`src/rtl/pipe_hazard_ctrl.sv`:
```
// pipe_hazard_ctrl
// Hazard and flush controller for the r200 in-order core family. It sits beside
// decode and tracks every in-flight register write in a shift register with one
// entry per stage after ID (stage 1 = EX, stage NSTAGE = WB). From those entries
// and the instruction currently in ID it derives, with no added latency:
//   - operand forwarding selects (youngest producer wins),
//   - the load-use stall with its IF/ID hold and ID/EX bubble,
//   - the IF/ID flush for a redirect resolved in stage 1.
// Two saturating counters record stall cycles and effective redirects.
module pipe_hazard_ctrl #(
  parameter int NSTAGE     = 3,
  parameter int RAW        = 5,
  parameter int LOAD_STAGE = 3,
  parameter int CNTW       = 16,
  parameter int SELW       = $clog2(NSTAGE + 1)
) (
  input  logic              clk,
  input  logic              rst,
  input  logic              id_valid,
  input  logic [RAW-1:0]    id_rs1,
  input  logic [RAW-1:0]    id_rs2,
  input  logic              id_rs1_used,
  input  logic              id_rs2_used,
  input  logic [RAW-1:0]    id_rd,
  input  logic              id_regwr,
  input  logic              id_isload,
  input  logic              ex_redirect,
  output logic [SELW-1:0]   fwd1_sel,
  output logic [SELW-1:0]   fwd2_sel,
  output logic              stall,
  output logic              if_id_hold,
  output logic              if_id_flush,
  output logic              id_ex_bubble,
  output logic [NSTAGE-1:0] stg_valid,
  output logic [CNTW-1:0]   stall_cnt,
  output logic [CNTW-1:0]   flush_cnt
);

  // Stage entries; index k-1 holds stage k. Bubbles carry v=0 and cleared fields.
  logic [NSTAGE-1:0]          v_q;
  logic [NSTAGE-1:0]          regwr_q;
  logic [NSTAGE-1:0]          isload_q;
  logic [NSTAGE-1:0][RAW-1:0] rd_q;

  // Per-stage source matches and the resulting youngest-producer decisions.
  logic [NSTAGE-1:0] match1;
  logic [NSTAGE-1:0] match2;
  logic [SELW-1:0]   sel1;
  logic [SELW-1:0]   sel2;
  logic              haz1;
  logic              haz2;
  logic              redir;
  logic              issue;

  // Compare both ID sources against every tracked writer; x0 and unused sources never match.
  always_comb begin
    match1 = '0;
    match2 = '0;
    for (int k = 0; k < NSTAGE; k++) begin
      match1[k] = id_rs1_used && (id_rs1 != '0) && v_q[k] && regwr_q[k] && (rd_q[k] == id_rs1);
      match2[k] = id_rs2_used && (id_rs2 != '0) && v_q[k] && regwr_q[k] && (rd_q[k] == id_rs2);
    end
  end

  // Pick the youngest match by scanning oldest to youngest so the last hit wins;
  // a load that has not yet reached LOAD_STAGE cannot supply its data.
  always_comb begin
    sel1 = '0;
    sel2 = '0;
    haz1 = 1'b0;
    haz2 = 1'b0;
    for (int k = NSTAGE; k >= 1; k--) begin
      if (match1[k-1]) begin
        sel1 = SELW'(k);
        haz1 = isload_q[k-1] && (k < LOAD_STAGE);
      end
      if (match2[k-1]) begin
        sel2 = SELW'(k);
        haz2 = isload_q[k-1] && (k < LOAD_STAGE);
      end
    end
  end

  // Control decisions; a redirect only counts when stage 1 really holds the branch, and it overrides a stall.
  always_comb begin
    redir        = ex_redirect && v_q[0];
    stall        = id_valid && (haz1 || haz2) && !redir;
    issue        = id_valid && !stall && !redir;
    if_id_hold   = stall;
    if_id_flush  = redir;
    id_ex_bubble = !issue;
    fwd1_sel     = sel1;
    fwd2_sel     = sel2;
    stg_valid    = v_q;
  end

  // Advance the stage entries every clock; stage 1 takes the issued instruction or a bubble.
  always_ff @(posedge clk or posedge rst) begin
    if (rst) begin
      v_q      <= '0;
      regwr_q  <= '0;
      isload_q <= '0;
      rd_q     <= '0;
    end else begin
      v_q[0]      <= issue;
      regwr_q[0]  <= issue && id_regwr;
      isload_q[0] <= issue && id_isload;
      rd_q[0]     <= issue ? id_rd : '0;
      for (int k = 1; k < NSTAGE; k++) begin
        v_q[k]      <= v_q[k-1];
        regwr_q[k]  <= regwr_q[k-1];
        isload_q[k] <= isload_q[k-1];
        rd_q[k]     <= rd_q[k-1];
      end
    end
  end

  // Saturating performance counters: one count per stalled cycle, one per effective redirect.
  always_ff @(posedge clk or posedge rst) begin
    if (rst) begin
      stall_cnt <= '0;
      flush_cnt <= '0;
    end else begin
      if (stall && (stall_cnt != '1)) begin
        stall_cnt <= stall_cnt + 1'b1;
      end
      if (redir && (flush_cnt != '1)) begin
        flush_cnt <= flush_cnt + 1'b1;
      end
    end
  end

endmodule

```
`config.mk`:
```
export PLATFORM = sky130hd
export DESIGN_NAME = pipe_hazard_ctrl
export DESIGN_NICKNAME = d
export VERILOG_FILES = /design/src/rtl/pipe_hazard_ctrl.sv
export SDC_FILE = /design/constraint.sdc
export NUM_CORES = 1
export LEC_CHECK = 0
export BUFFER_PORTS_ARGS = -buffer_cell sky130_fd_sc_hd__buf_2
export CAP_MARGIN = 20
export CORE_MARGIN = 5
export CORE_UTILIZATION = 48
export CTS_CLUSTER_DIAMETER = 40
export DETAILED_ROUTE_END_ITERATION = 12
export PLACE_DENSITY = 0.76
export SLEW_MARGIN = 20
export SYNTH_ARGS = -nofsm -noshare
export SYNTH_HDL_FRONTEND = slang
export SYNTH_SLANG_ARGS = --single-unit
```
`constraint.sdc`:
```
create_clock -name clk -period 2.2 [get_ports clk]
set_input_delay 0.11 -clock clk [delete_from_list [all_inputs] [get_ports clk]]
set_output_delay 0.11 -clock clk [all_outputs]
set_load 0.01 [all_outputs]
```
==> impl_metrics.py <==
metrics = {
    "grt": {
        "grt_max_degree": 30,
        "gr-total-overflow": 0,
        "grt_pass1_vias": 2133,
        "antenna_found_initial": 0,
        "grt_usage_pct": 17.48,
        "grt_pass1_wl_um": 10160,
    },
    "clock_network": {
        "clock_path_buffers": 2,
        "root_buffer": "clkbuf_8",
        "numCtsBuffers": 5,
        "h-tree-depth": 2,
        "cts_sinks": 55,
        "cts_tree": "done",
        "path_clk_slew_ps": 100,
        "clock_latency_ps": 310,
    },
    "worst_setup_path": {
        "worstReg2RegEnd": "stall_cnt[7]",
        "cp_max_fo": 4,
        "arrival_ps": 2520,
        "startpoint_type": "flop",
        "criticalPathCategory": "flop to flop",
        "max_stage_delay_ps": 470,
        "cp_cell_sequence": "xnor2_1 > nand4_1 > or4_4 > o22ai_4 > a21oi_4 > buf_4 > nor4_1 > xor2_1",
        "rr_worst_depth": 8,
        "endpoint_kind": "flop",
        "timing.rr.start": "rd_q[7]",
        "r2r_slack_ps": -90,
        "crit_end": "stall_cnt[7]",
        "crit_start": "rd_q[7]",
        "critPathSlowestCell": "or4_4",
        "cp.required_ps": 2440,
    },
    "sta": {
        "final_max_slew_viol_count": 0,
        "setup_violations": 8,
        "worstMarginPinSlew_ps": 605.0,
        "slew-limit-headroom_pct": 59.61,
        "fin_crit_ps": 2288,
        "fmax_mhz": 437.1,
        "tns_ps": -276.9,
        "hold_viol_final": 0,
        "fin_ws_ps": -87.61,
        "finalCritPeriodShare_pct": 104.0,
        "rsz0062_at_grt": "true",
        "skew_ps": 3.890,
    },
    "synth": {
        "synth_area_per_cell_um2": 11.50,
        "yosys_warnings": 0,
        "synth_flop_cell": "dfrtp_1",
        "synthArstFlopShare_pct": 100.0,
        "syn-cell-area_um2": 2680,
        "syn_inst": 233,
        "ys_seq_elements": 55,
        "synth_nets": 258,
        "ys_types": 34,
        "synth_edf_count": 0,
        "ys_seq_area_share_pct": 51.35,
    },
    "drt": {
        "top_layer_used": "met4",
        "drc": 0,
        "firstDrtPassIters": 4,
        "wl_per_cell_um": 15.75,
        "ant_nets": 0,
        "dr_wl_met2_um": 3171,
        "routed_wl_um": 6238,
        "wl_met1_um": 2631,
        "dr_total_vias": 2109,
        "wl_met3_um": 343,
        "drt_iter0_markers": 81,
        "viasPerCell": 5.326,
    },
    "floorplanning": {
        "dieArea_um2": 7177,
        "die_height_um": 84.72,
        "rows": 27,
        "top_level_ports": 66,
        "start_util_pct": 48.97,
        "core_um2": 5473,
        "die_width_um": 84.72,
    },
    "placed_design": {
        "dp_cells": 379,
        "io_buffers": 65,
        "routabilityCongestion": 0.8867,
        "place_hpwl_um": 4442,
    },
    "hold_path": {
        "hp-start": "id_rd[4]",
        "hp-class": "primary input to flop",
    },
    "outcome": {
        "status": "finished with violations",
        "violations": "negative setup slack",
    },
    "power": {
        "finalPower_mw": 2.056,
        "power.density_nw_per_um2": 586.7,
        "total_leakage_power_nw": 1.784,
        "ir_worst_vdd_v": 0.0003266,
    },
    "final_layout": {
        "diodes": 0,
        "drive_gt1_share_pct": 37.35,
        "final_nets": 348,
        "stdcell_count": 396,
        "syn_to_final_growth_pct": 30.77,
    },
    "job": {
        "drv_cap": 0,
    },
}
## registers in the layout (all words and copies together), names as in the netlist
signal,cells
rd_q,15
flush_cnt,16
stg_valid,3
isload_q,2
regwr_q,3
stall_cnt,16
## worst min path at each step
stage,end,slack [ps],cells after the start
after floorplan,isload_q[0],240,1
after CTS,rd_q[4],5,2
after detailed placement,flush_cnt[10],210,2
after global placement,flush_cnt[10],210,2
after global routing,isload_q[0],9,2
final,rd_q[4],8,2
## layout by cell type, fill, tap and decap left out, types with 4 or more instances in the layout
| master | count |
|---|---|
| buf_4 | 16 |
| and2_1 | 7 |
| nor2_1 | 5 |
| nand2_1 | 16 |
| nand4_1 | 15 |
| xor2_1 | 24 |
| buf_2 | 64 |
| dfrtp_1 | 55 |
| nand3_1 | 15 |
| xnor2_1 | 33 |
| nor4_4 | 6 |
| inv_1 | 4 |
| nor3_4 | 4 |
| clkbuf_8 | 5 |
| or4_1 | 4 |
| buf_6 | 4 |
## worst max-delay path, delay by kind of cell (launching register included)
kind / cells / cell delay, ps
buf+inv: 1 / 170
simple gates: 3 / 970
flops: 1 / 430
compound gates: 2 / 280
xor+xnor: 2 / 350
## Yosys cell counts (4+ instances only)
| cell | instances | area [um2] |
|---|---|---|
| nand4_1 | 15 | 93.84 |
| dfrtp_1 | 55 | 1376 |
| xnor2_1 | 35 | 306.5 |
| nand2_1 | 16 | 60.06 |
| and2_1 | 7 | 43.79 |
| nor2_1 | 7 | 26.28 |
| nor3_2 | 4 | 40.04 |
| xor2_1 | 24 | 210.2 |
| inv_1 | 6 | 22.52 |
| or4_1 | 5 | 37.54 |
| nor4_1 | 8 | 50.05 |
| nand3_1 | 15 | 75.07 |
## cell type report
type                            instances  area, um2
Clock inverter                          2      12.51
Inverter                                6      22.52
Fill cell                             463       1968
Clock buffer                            6      72.57
Tap cell                               72      90.09
Multi-Input combinational cell        168       1405
Sequential cell                        55       1376
Timing Repair Buffer                   87      525.5
## metrics by stage
stage	utilization, %	cell area [um2]	setup slack (ps)	hold slack (ps)
after floorplan	-	2680	42.46	238.6
after global placement	58.02	3176	-71.44	205.3
after detailed placement	58.02	3176	-206.2	212.3
after CTS	61.87	3386	-76.70	4.886
after global routing	64.04	3505	-200.3	9.447
final	64.04	3505	-87.61	8.185
## power by group
group,total (mW),switching (mW),internal [mW],leakage (nW)
sequential,1.17,0.0922,1.08,0.737
combinational,0.337,0.178,0.158,1.01
clock,0.547,0.324,0.223,0.0412
## per-layer routing
metal,vias up,global-route usage (%)
met4,0,5.755
met2,56,29.40
met5,-,0
met1,1044,22.08
met3,8,4.318
li1,1001,-
## cell families (layout without fill, tap and decap cells)
| family | count (synthesis) | after routing | share of synthesized area, % |
|---|---|---|---|
| compound gates | 12 | 12 | 3.595 |
| xor+xnor | 59 | 59 | 19.28 |
| fa+ha+maj | 2 | 2 | 0.9336 |
| buf+inv | 10 | 101 | 1.960 |
| flops | 55 | 55 | 51.35 |
| mux | 2 | 2 | 0.8403 |
| simple gates | 93 | 93 | 22.04 |
## what timing repair did
action,in CTS,in global routing
gates resized for setup,13,17
buffers inserted,6,2
hold buffers,2,0
pin swaps,17,13
setup endpoints to repair,26,20
cloned,0,0
endpoints found under the hold margin,27,0
Power figures use the tool's default switching activity.
